==> src/rtl/find_bkt_lvl.sv <==
// Backtrack-level finder: scans the lvls-states RAM downward from the current
// level and reports the highest level whose decision has not yet been flipped.
module find_bkt_lvl #(
    parameter int unsigned WIDTH_LVL              = 16,
    parameter int unsigned WIDTH_BIN              = 9,
    parameter int unsigned WIDTH_LVL_STATES       = 30,
    parameter int unsigned ADDR_WIDTH_LVLS_STATES = 9
) (
    input  logic                              clk,
    input  logic                              rst,
    input  logic                              start_find,
    input  logic [WIDTH_LVL-1:0]              cur_lvl_i,
    output logic                              done_find,
    output logic                              unsat_o,
    output logic [WIDTH_LVL-1:0]              bkt_lvl_o,
    output logic [WIDTH_BIN-1:0]              bkt_bin_o,
    output logic                              rd_busy_o,
    output logic [ADDR_WIDTH_LVLS_STATES-1:0] ram_raddr_ls_o,
    input  logic [WIDTH_LVL_STATES-1:0]       ram_rdata_ls_i
);

    typedef enum logic [1:0] {
        IDLE = 2'd0,
        SCAN = 2'd1,
        DONE = 2'd2
    } state_e;

    state_e                            state_q,   state_d;
    logic [WIDTH_LVL-1:0]              lvl_cnt_q, lvl_cnt_d;
    logic                              iss_vld_q, iss_vld_d;
    logic [WIDTH_LVL-1:0]              iss_tag_q, iss_tag_d;
    logic                              chk_vld_q, chk_vld_d;
    logic [WIDTH_LVL-1:0]              chk_tag_q, chk_tag_d;
    logic                              done_q,    done_d;
    logic                              unsat_q,   unsat_d;
    logic [WIDTH_LVL-1:0]              bkt_lvl_q, bkt_lvl_d;
    logic [WIDTH_BIN-1:0]              bkt_bin_q, bkt_bin_d;
    logic                              busy_q,    busy_d;
    logic [ADDR_WIDTH_LVLS_STATES-1:0] raddr_q,   raddr_d;

    logic                 flipped_c;
    logic [WIDTH_BIN-1:0] dcd_bin_c;
    logic                 unused_rdata;

    // RAM word: bit0 flipped flag, next WIDTH_BIN bits the owning bin.
    assign flipped_c    = ram_rdata_ls_i[0];
    assign dcd_bin_c    = ram_rdata_ls_i[WIDTH_BIN:1];
    assign unused_rdata = ^ram_rdata_ls_i[WIDTH_LVL_STATES-1:WIDTH_BIN+1];

    always_ff @(posedge clk) begin
        if (!rst) begin
            state_q   <= IDLE;
            lvl_cnt_q <= '0;
            iss_vld_q <= 1'b0;
            iss_tag_q <= '0;
            chk_vld_q <= 1'b0;
            chk_tag_q <= '0;
            done_q    <= 1'b0;
            unsat_q   <= 1'b0;
            bkt_lvl_q <= '0;
            bkt_bin_q <= '0;
            busy_q    <= 1'b0;
            raddr_q   <= '0;
        end else begin
            state_q   <= state_d;
            lvl_cnt_q <= lvl_cnt_d;
            iss_vld_q <= iss_vld_d;
            iss_tag_q <= iss_tag_d;
            chk_vld_q <= chk_vld_d;
            chk_tag_q <= chk_tag_d;
            done_q    <= done_d;
            unsat_q   <= unsat_d;
            bkt_lvl_q <= bkt_lvl_d;
            bkt_bin_q <= bkt_bin_d;
            busy_q    <= busy_d;
            raddr_q   <= raddr_d;
        end
    end

    always_comb begin
        state_d   = state_q;
        lvl_cnt_d = lvl_cnt_q;
        iss_vld_d = 1'b0;
        iss_tag_d = iss_tag_q;
        chk_vld_d = iss_vld_q;
        chk_tag_d = iss_tag_q;
        done_d    = 1'b0;
        unsat_d   = unsat_q;
        bkt_lvl_d = bkt_lvl_q;
        bkt_bin_d = bkt_bin_q;
        busy_d    = busy_q;
        raddr_d   = raddr_q;

        unique case (state_q)
            IDLE: begin
                raddr_d   = '0;
                chk_vld_d = 1'b0;
                if (start_find) begin
                    unsat_d   = 1'b0;
                    bkt_lvl_d = '0;
                    bkt_bin_d = '0;
                    if (cur_lvl_i == '0) begin
                        // Already at the root: nothing left to flip.
                        state_d = DONE;
                        done_d  = 1'b1;
                        unsat_d = 1'b1;
                    end else begin
                        state_d   = SCAN;
                        lvl_cnt_d = cur_lvl_i;
                        busy_d    = 1'b1;
                    end
                end
            end

            SCAN: begin
                // Issue side keeps reading downward until level 1 has been issued.
                if (lvl_cnt_q != '0) begin
                    raddr_d   = ADDR_WIDTH_LVLS_STATES'(lvl_cnt_q);
                    lvl_cnt_d = lvl_cnt_q - WIDTH_LVL'(1);
                    iss_vld_d = 1'b1;
                    iss_tag_d = lvl_cnt_q;
                end
                // Check side wins over any read issued in the same cycle.
                if (chk_vld_q && (!flipped_c || (chk_tag_q == WIDTH_LVL'(1)))) begin
                    state_d   = DONE;
                    done_d    = 1'b1;
                    busy_d    = 1'b0;
                    raddr_d   = '0;
                    lvl_cnt_d = '0;
                    iss_vld_d = 1'b0;
                    chk_vld_d = 1'b0;
                    if (!flipped_c) begin
                        unsat_d   = 1'b0;
                        bkt_lvl_d = chk_tag_q;
                        bkt_bin_d = dcd_bin_c;
                    end else begin
                        unsat_d   = 1'b1;
                        bkt_lvl_d = '0;
                        bkt_bin_d = '0;
                    end
                end
            end

            DONE: begin
                state_d   = IDLE;
                raddr_d   = '0;
                chk_vld_d = 1'b0;
            end

            default: begin
                state_d = IDLE;
                raddr_d = '0;
                busy_d  = 1'b0;
            end
        endcase
    end

    assign done_find      = done_q;
    assign unsat_o        = unsat_q;
    assign bkt_lvl_o      = bkt_lvl_q;
    assign bkt_bin_o      = bkt_bin_q;
    assign rd_busy_o      = busy_q;
    assign ram_raddr_ls_o = raddr_q;

endmodule

==> config.mk <==
export PLATFORM = sky130hd
export DESIGN_NAME = find_bkt_lvl
export DESIGN_NICKNAME = d
export VERILOG_FILES = /design/src/rtl/find_bkt_lvl.sv
export SDC_FILE = /design/constraint.sdc
export NUM_CORES = 1
export LEC_CHECK = 0
export BUFFER_PORTS_ARGS = -buffer_cell sky130_fd_sc_hd__buf_2
export CAP_MARGIN = 20
export CORE_ASPECT_RATIO = 1.25
export CORE_MARGIN = 2
export CORE_UTILIZATION = 53
export DETAILED_ROUTE_END_ITERATION = 7
export PLACE_DENSITY = 0.79
export SLEW_MARGIN = 30
export SYNTH_ARGS = -nofsm -noshare
export SYNTH_HDL_FRONTEND = slang
export SYNTH_SLANG_ARGS = --single-unit
==> constraint.sdc <==
create_clock -name clk -period 2.7 [get_ports clk]
set_input_delay 0.54 -clock clk [delete_from_list [all_inputs] [get_ports clk]]
set_output_delay 0.54 -clock clk [all_outputs]
set_load 0.01 [all_outputs]
Word-level counts from Yosys, hierarchy flattened --
Cells that the tools add are included.
Word-level totals: bits of input ports 49, bits in registers 89, output and inout port bits 37
Cells by class: mux-type cells 32, reduce and logical (&&, ||, !) cells 14, equality and inequality tests 7, bitwise logic cells 3, add/sub/neg operators 1
Operator list (number):
- $mux W16 | 7
- $pmux W16 S2 | 2
- $mux W9 | 3
- $pmux W9 S2 | 1
- $eq A16 B1 Y1 const B | 1
- $logic_not A16 Y1 | 1
- $reduce_bool A16 Y1 | 1
- $sub A16 B1 Y16 const B | 1
- $mux W1 | 11
- $reduce_and A4 Y1 | 2
- $mux W2 | 3
- $ne A2 B2 Y1 const B | 3
- $pmux W1 S2 | 3
- $pmux W2 S2 | 1
- $reduce_and A2 Y1 | 2
- $ne A3 B3 Y1 const B | 1
- $not A1 Y1 | 3
- $pmux W1 S3 | 1
- $reduce_and A3 Y1 | 1
- $reduce_or A3 Y1 | 1
- $eq A2 B1 Y1 const B | 1
- $eq A2 B2 Y1 const B | 1
- $logic_not A2 Y1 | 1
- $reduce_bool A2 Y1 | 1
- other kinds (4) | 4

Longest topological paths before layout --
Gate-level depths: netlist of run 1.
depth after elaboration 5, mapped depth 9, mapped depth without buffers 7

Worst setup path after synthesis of run 1 --
OpenSTA, ideal clock, no wires.
path kind input to register, start input port cur_lvl_i[3], end register lvl_cnt_q[11], buffers on the path 2, library setup time 0.115 ns, stages 8, arrival 1.899 ns, slack 0.687 ns, data required time 2.585 ns, cell sequence nor4_1 nand4_1 nand3_1 a311o_1 buf_6 buf_6 nor2_1 o21a_1
On the way: longest elaborated chain between the ends 3
RTL lines:
- from (decl) | line 12 | input logic [WIDTH_LVL-1:0] cur_lvl_i,
- $logic_not A16 Y1 | line 102 | if (cur_lvl_i == '0) begin
- $ne A2 B2 Y1 (no source line)
- $reduce_and A4 Y1 (no source line)
- to (signal assigned) | line 66 | lvl_cnt_q <= lvl_cnt_d;
- to (decl) | line 29 | logic [WIDTH_LVL-1:0] lvl_cnt_q, lvl_cnt_d;
No other way between the ends. A chain may end at the register's enable or synchronous reset.

Worst setup path after layout of run 1 --
start register lvl_cnt_q[0], end register lvl_cnt_q[11]
On the way: longest elaborated chain between the ends 4, elaborated cells on any way between the ends 7, those cells by class 1 x add/sub; 1 x eq/ne; 3 x mux; 2 x reduce/logical
RTL lines:
- $sub A16 B1 Y16 | line 119 | lvl_cnt_d = lvl_cnt_q - WIDTH_LVL'(1);
- $mux W16 | line 117 | if (lvl_cnt_q != '0) begin
- $mux W16 | line 124 | if (chk_vld_q && (!flipped_c || (chk_tag_q == WIDTH_LVL'(1)))) begin
- $pmux W16 S2 | line 94 | unique case (state_q)
Several ways; a longest one is shown, not always the timed one. The select of a mux whose other input is x is not followed.

==> results of run 1 <==
## through the flow
step	instance area, µm²	power, mW	utilization, %	hold WS (ns)
2_1_floorplan	3660	1.87	-	0.395
3_3_place_gp	4070	2.00	61.6	0.435
3_5_place_dp	4070	2.01	61.6	0.440
4_1_cts	4270	2.93	64.6	0.379
5_1_grt	4270	3.05	64.6	0.388
6_report	4270	2.91	64.6	0.395
## final timing paths
path | endpoint | slack, ns
worst max register to register | lvl_cnt_q[11] | 0.46
worst min register to register | chk_vld_q | 0.45
worst min-delay path | bkt_bin_o[0] | 0.39
worst max-delay path | lvl_cnt_q[11] | 0.46
## critical path, stage by stage (launching register included)
cell and delay, ns:
dfxtp_1 0.41, inv_1 0.11, ha_1 0.30, nand4_2 0.16
nor3_4 0.05, buf_4 0.20, a311oi_1 0.52, a21boi_0 0.17
o21a_1 0.20
## kinds of logic after synthesis
family,count (synthesis)
AOI/OAI and AO/OA,114
xor gates and xnor gates,2
adders and majority gates,1
buffers and inverters,35
DFF,89
and+or+nand+nor,153
## layer usage
layer | vias to the layer above | wire length [µm] | global-route usage [%]
met5 | - | 0 | 0
met4 | 0 | 238 | 9.99
met3 | 25 | 423 | 5.88
met2 | 91 | 3920 | 36.5
met1 | 1402 | 3430 | 26.4
li1 | 1539 | - | -
## Yosys cell counts (2+ instances only)
cell type,instances,area [µm²]
o21ai_0,7,35.0
buf_2,5,25.0
nor4_2,3,37.5
a21oi_2,6,52.6
a22o_1,21,184
or3_1,2,12.5
a2bb2oi_1,2,17.5
a211oi_2,2,25.0
inv_1,8,30.0
clkbuf_1,15,56.3
nand3_1,9,45.0
a21o_1,2,15.0
nand2b_1,6,37.5
a211oi_1,4,30.0
a32oi_1,2,17.5
o31ai_1,2,15.0
a221oi_2,2,30.0
o32ai_2,7,114
a21oi_1,38,190
a211o_1,2,17.5
nand4_1,2,12.5
buf_6,4,45.0
nor2_1,36,135
o21a_1,4,30.0
nand2_1,57,214
dfxtp_1,89,1780
a22oi_1,5,37.5
and4_1,2,17.5
nor4_1,7,43.8
nor3_1,6,30.0
buf_4,2,15.0
and2_1,16,100
## power by group through the flow
stage | logic (mW) | registers, mW | clock network (mW)
6_report | 0.543 | 1.44 | 0.923
3_5_place_dp | 0.536 | 1.47 | 0
4_1_cts | 0.540 | 1.44 | 0.947
3_3_place_gp | 0.527 | 1.47 | 0
2_1_floorplan | 0.424 | 1.45 | 0
5_1_grt | 0.602 | 1.45 | 1.00
## sequential cells by signal, summed over array words and instances, names as in the netlist, 2 cells and up
register and count:
lvl_cnt_q 16, ram_raddr_ls_o 9, chk_tag_d 16, state_q 2, bkt_lvl_o 16, chk_tag_q 16
bkt_bin_o 9
## area by class of cell
class | instances | area share [%]
clock buffers | 9 | 2.90
clock inverters | 7 | 1.82
well taps | 87 | 2.55
inverters | 9 | 0.791
flip-flops and latches | 89 | 41.7
repair buffers | 78 | 10.2
multi-input cells | 270 | 40.0
==> metrics, run 1 <==
status=completed; worst slew pin tran=roughly 0.61 ns; Register Area=~0.0018 mm²; fraction of registers with async set/reset=0%; Arr. time, crit path=approximately 2.5 ns; worst min path class=in -> reg; min-delay src=ram_rdata_ls_i[1]; DRT iter0 DRCs=~130; Hold Path Stages=2; Fin. Hold Viols=0; Final Max Tran Viols=0; RSZ-0062 raised after global routing=no; Mean Syn Cell Area=9.29 µm²; Congestion Overflow GR=0; most frequent cells in the layout=89 x dfxtp_1, 65 x buf_2, 57 x nand2_1; initial antenna violation count=0; mux contribution to synthesized area=0%; Synth Area in Compound Gates=between 20 and 25%; crit path launch type=flip-flop; NetSw=888 µW; setup TNS=0 ns; dominant synthesized flop cell=dfxtp_1; Max clock buf depth=2; sw frac=a little under a third; DR DRC count=0; post-synthesis simple-gate area fraction=approximately a fifth; Layout area overhead=16.7%; CP required=between 2 and 3 ns; postcts setup bufs=0; Final setup viols=0; cts hold-fix bufs=0; Post-DRT Antenna Nets=0; layout cells sized above 1=between 20% and 30%; Static Leakage=about 1.7 nW; Global Route Usage Sum=between 20 and 25%; fin crit period=2.24 ns; Cell variety after synth=51; CTS tree=done; Critical Path End Type=flip-flop; # clock sinks=slightly below 90; I/O Pins=86; Synthesized Nets=~440; vias=~3.1k; Mapped Cells=slightly below 400; vias in the first global route=approximately 2.8k; placed cells=about 530; Critical Path Source=lvl_cnt_q[0]; non-filler cells, final=about 550; clock share of power=around a third; DR WL/cell=between 10 and 15 µm; worst vdd ir=0.460 mV; fraction of the mapped netlist area in adder cells=less than 1%; Fillers=approximately 600; cell depth of the worst flop-to-flop path=8; gpl congestion=around 0.93; Pint=roughly 2.0 mW; pin count of the biggest net entering global routing=32; commonest non-fill, non-tap cell in the layout=dfxtp_1; max_slew headroom=approximately 59%; Initial Utilization=between 50% and 60%; core box area=about 0.0066 mm²; # H-tree levels=3; register area share after synthesis=between 40% and 50%; Max-Cap Viols=0; Final Skew=0.00936 ns; Final period util=between 80% and 90%; PortBufs=65; antenna diode count=0; fin worst setup slack=0.465 ns; Worst-path clk slew=0.09 ns; post-place setup slack=~0.37 ns; Peak Freq=~0.45 GHz; die width=around 78 µm; Worst Path Max Fanout=16; dpl hpwl=around 5700 µm; Root Driver=clkbuf_8; Sequential Power Share=just under 50%; Die ar.=between 0.007 and 0.008 mm²; Cell Pwr Density=approximately 680 mW/mm²; TritonCTS Buffers=9; chip height=96.9 µm; xor/xnor cell area share of the yosys netlist=0.479%; Comb pwr share=18.7%; 1st-pass router iterations=4; final WL=about 8000 µm; vias per cell=5.57; FP Rows=33; worst-skew pair later-pin latency=~0.36 ns; main combinational cell family by area after synthesis=compound AO/OA/AOI/OAI gates; reg2reg start=lvl_cnt_q[0]; area of the multi-input gates=between 0.0015 and 0.002 mm²; Setup Crit Path Kind=reg -> reg; synthesized area=approximately 0.0037 mm²; Post-synth EDFFs=0; first-pass GRT wire length=between 10000 and 15000 µm; nets=between 500 and 600; Synth warnings=0; Post-CTS Resized=0; post-synthesis register bit count=just under 90
Note: power is estimated with default switching activity, not from simulation.
==> run 2: changes to the inputs <==
- ABC_AREA: not set -> 1
- CORE_UTILIZATION: 53 -> 54
- PLACE_DENSITY: 0.79 -> 0.8
- clock period: 2.7 -> 2.2 ns (I/O delays scaled with it)
==> run 2 against run 1 <==
  * Synthesized cell count is 35% higher
  * Clock power is 25% higher
  * Power is 110% higher
  * Sequential share of layout area is 1.1 points lower
  * Highest routed layer unchanged
==> metrics, run 2 <==
status=completed; # H-tree levels=3 (unchanged); Congestion Overflow GR=0 (unchanged); Max-Cap Viols=0 (unchanged); postcts setup bufs=0 (unchanged); Final Cell Area=0.00439 mm² (+2.7%); Final period util=90.9% (+8.1 points); pin count of the biggest net entering global routing=39 (+22%); commonest non-fill, non-tap cell in the layout=nand2_1; Hold EP=bkt_bin_o[5]; Arr. time, crit path=2.26 ns (-0.23 ns); Final Skew=0.00586 ns (-0.00350 ns); slowest cell on the critical path=dfxtp_1; top cells by area, synth=dfxtp_1 47%, nand2_1 14%, nand3_1 8.6%; sw frac=44.0% (+13 points); vias in the first global route=3341 (+18%); initial antenna violation count=0 (unchanged); placed cells=669 (+26%); setup TNS=0 ns (unchanged); Static Leakage=2.28 nW (+32%); worst vdd ir=0.853 mV (+85%); Post-synth EDFFs=0 (unchanged); dpl hpwl=6080 µm (+5.9%); crit path cell chain=inv_1 > ha_1 > nand3_4 > nor2_8 > nand2_4 > nand2_2 > nand3_2 > nand2_4 > nand2_1 > nand2_1 > nor2_1; top cells by count, synth=138 x nand2_1, 89 x dfxtp_1, 74 x nor2_1, 66 x nand3_1, 35 x inv_1; Worst Path Max Fanout=32 (+16); TritonCTS Buffers=9 (unchanged); Final Core Density=63.6% (-0.99 points); # clock sinks=89 (unchanged); 1st-pass router iterations=4 (unchanged); Root Driver=clkbuf_8; Final setup viols=0 (unchanged); area of the multi-input gates=0.00174 mm² (+2.0%); fraction of registers with async set/reset=0% (unchanged); Fin. Hold Viols=0 (unchanged); Post-DP Area=0.00418 mm² (+2.8%); fin crit period=2.00 ns (-0.235 ns); Post-DRT Antenna Nets=0 (unchanged); Worst-path clk slew=0.09 ns (about the same); non-filler cells, final=685 (+25%); Fillers=614 (+5.1%); first-pass GRT wire length=14700 µm (+11%); largest stage delay on the critical path=0.36 ns (-0.16 ns); most numerous cell in the Yosys netlist=nand2_1; Layout area overhead=14.8%; FP Rows=34 (+3.0%); Cell variety after synth=27 (-47%); die width=79.2 µm (+1.2%); final WL=8570 µm (+7.1%); Global Route Usage Sum=23.8% (+1.8 points); most frequent cells in the layout=138 x nand2_1, 89 x dfxtp_1, 74 x nor2_1; vias=3526 (+15%); core box area=0.00689 mm² (+4.3%); Mean Syn Cell Area=7.20 µm² (-23%); CTS tree=done; post-synthesis register bit count=89 (unchanged); Synth area leader=dfxtp_1; Mapped Cells=531 (+35%); vias per cell=5.15 (-7.6%); Critical Path End Type=flip-flop; share of the synthesized area in the top cell type=46.6% (-2.1 points); RR Endpoint=lvl_cnt_q[1]; dominant synthesized flop cell=dfxtp_1; cell depth of the worst flop-to-flop path=11 (+3); clock share of power=18.7% (-13 points); layout cells sized above 1=20.0% (-6.8 points); Max clock buf depth=2 (unchanged); Setup Crit Path Kind=reg -> reg; register area share after synthesis=46.6% (-2.1 points); Synth warnings=0 (unchanged); Synthesized Nets=581 (+31%); max_slew headroom=70.4% (+11 points); gpl congestion=0.883 (-5.1%); nets=640 (+26%); Post-CTS Resized=0 (unchanged); I/O Pins=86 (unchanged); chip height=98.1 µm (+1.2%); reg2reg start=lvl_cnt_q[1]; DR WL/cell=12.5 µm (-14%); Peak Freq=0.500 GHz (+12%); min-delay src=ram_rdata_ls_i[6]; worst-skew pair later-pin latency=0.36 ns (about the same); Die ar.=0.00777 mm² (+2.4%); antenna diode count=0 (unchanged); Initial Utilization=55.4% (+0.068 points); DRT iter0 DRCs=220 (+65%); CP required=2.46 ns (-0.49 ns); DR DRC count=0 (unchanged); worst path bufs/invs=1 (-1); cts hold-fix bufs=0 (unchanged); Comb pwr share=43.4% (+25 points); Pint=3.44 mW (+70%); worst min path class=in -> reg; PortBufs=65 (unchanged); Cell Pwr Density=1400 mW/mm² (+110%); worst slew pin tran=0.443 ns (-0.163 ns); Sequential Power Share=37.8% (-12 points); Register Area=0.00178 mm² (unchanged); synthesized area=0.00382 mm² (+4.4%); Final Max Tran Viols=0 (unchanged); RSZ-0062 raised after global routing=no; NetSw=2.70 mW (+200%); flop2flop setup slack=0.20 ns (-0.26 ns); family with the most delay on the worst path=simple AND/OR/NAND/NOR gates; Hold Path Stages=3 (+1); crit path launch type=flip-flop
-- run 2: cell count changes after synthesis, moves of 7 or more --
cell	change
a21oi_1	-14
a22o_1	-21
and2_1	-16
clkbuf_1	-8
inv_1	+27
inv_2	+9
nand2_1	+81
nand3_1	+57
nor2_1	+38
nor4_1	-7
o21ai_1	+19
o32ai_2	-7
xor2_1	+8
-- run 2: layer usage --
layer	GRT usage (%)	routed length, µm	vias up
met4	13.4	342	0
met1	28.6	3610	1579
met2	39.7	4180	107
li1	-	-	1808
met3	4.34	444	32
met5	0	0	-
-- run 2: worst min-delay path: stages --
cell and delay (ns):
buf_2 0.08, nand3_1 0.06, nand2_1 0.05
-- run 2: area by class of cell --
type / instances / area share [%]
sequential: 89 / 40.6
inverter: 45 / 3.85
clock buffer: 10 / 3.14
clock inverter: 6 / 1.48
multi-input combinational: 373 / 39.7
timing repair buffer: 72 / 8.62
tap: 90 / 2.57
-- run 2: metrics by stage --
| stage | hold slack (ns) | setup WS [ns] | power [mW] |
|---|---|---|---|
| 3_5_place_dp | 0.414 | 0.233 | 4.98 |
| 3_3_place_gp | 0.414 | 0.281 | 4.89 |
| 4_1_cts | 0.290 | 0.218 | 6.14 |
| 6_report | 0.304 | 0.200 | 6.13 |
| 2_1_floorplan | 0.404 | 0.586 | 4.43 |
| 5_1_grt | 0.299 | 0.0272 | 6.65 |
-- run 2: power by group through the flow --
stage	Sequential [mW]	Clock, mW	Combinational [mW]
2_1_floorplan	2.32	0	2.11
6_report	2.32	1.15	2.66
3_3_place_gp	2.33	0	2.56
5_1_grt	2.36	1.24	3.05
3_5_place_dp	2.35	0	2.63
4_1_cts	2.32	1.17	2.65
-- run 2: cells by family (layout without fill, tap and decap cells) --
kind of cell | Yosys count | count (layout) | synth area share (%)
buffers and inverters | 69 | 133 | 7.79
flip-flops | 89 | 89 | 46.6
XOR/XNOR | 10 | 10 | 2.29
AND/OR/NAND/NOR | 307 | 307 | 35.8
adder cells (fa/ha/maj) | 1 | 1 | 0.327
AO/OA/AOI/OAI | 55 | 55 | 7.20
-- run 2: worst max-delay path by stage --
stage | endpoint | slack [ns] | startpoint | depth (start not counted)
2_1_floorplan | lvl_cnt_q[2] | 0.59 | lvl_cnt_q[0] | 12
3_3_place_gp | lvl_cnt_q[0] | 0.28 | lvl_cnt_q[1] | 11
3_5_place_dp | lvl_cnt_q[1] | 0.23 | lvl_cnt_q[1] | 11
4_1_cts | lvl_cnt_q[1] | 0.22 | lvl_cnt_q[1] | 11
5_1_grt | lvl_cnt_q[8] | 0.03 | lvl_cnt_q[1] | 11
6_report | lvl_cnt_q[1] | 0.20 | lvl_cnt_q[1] | 11
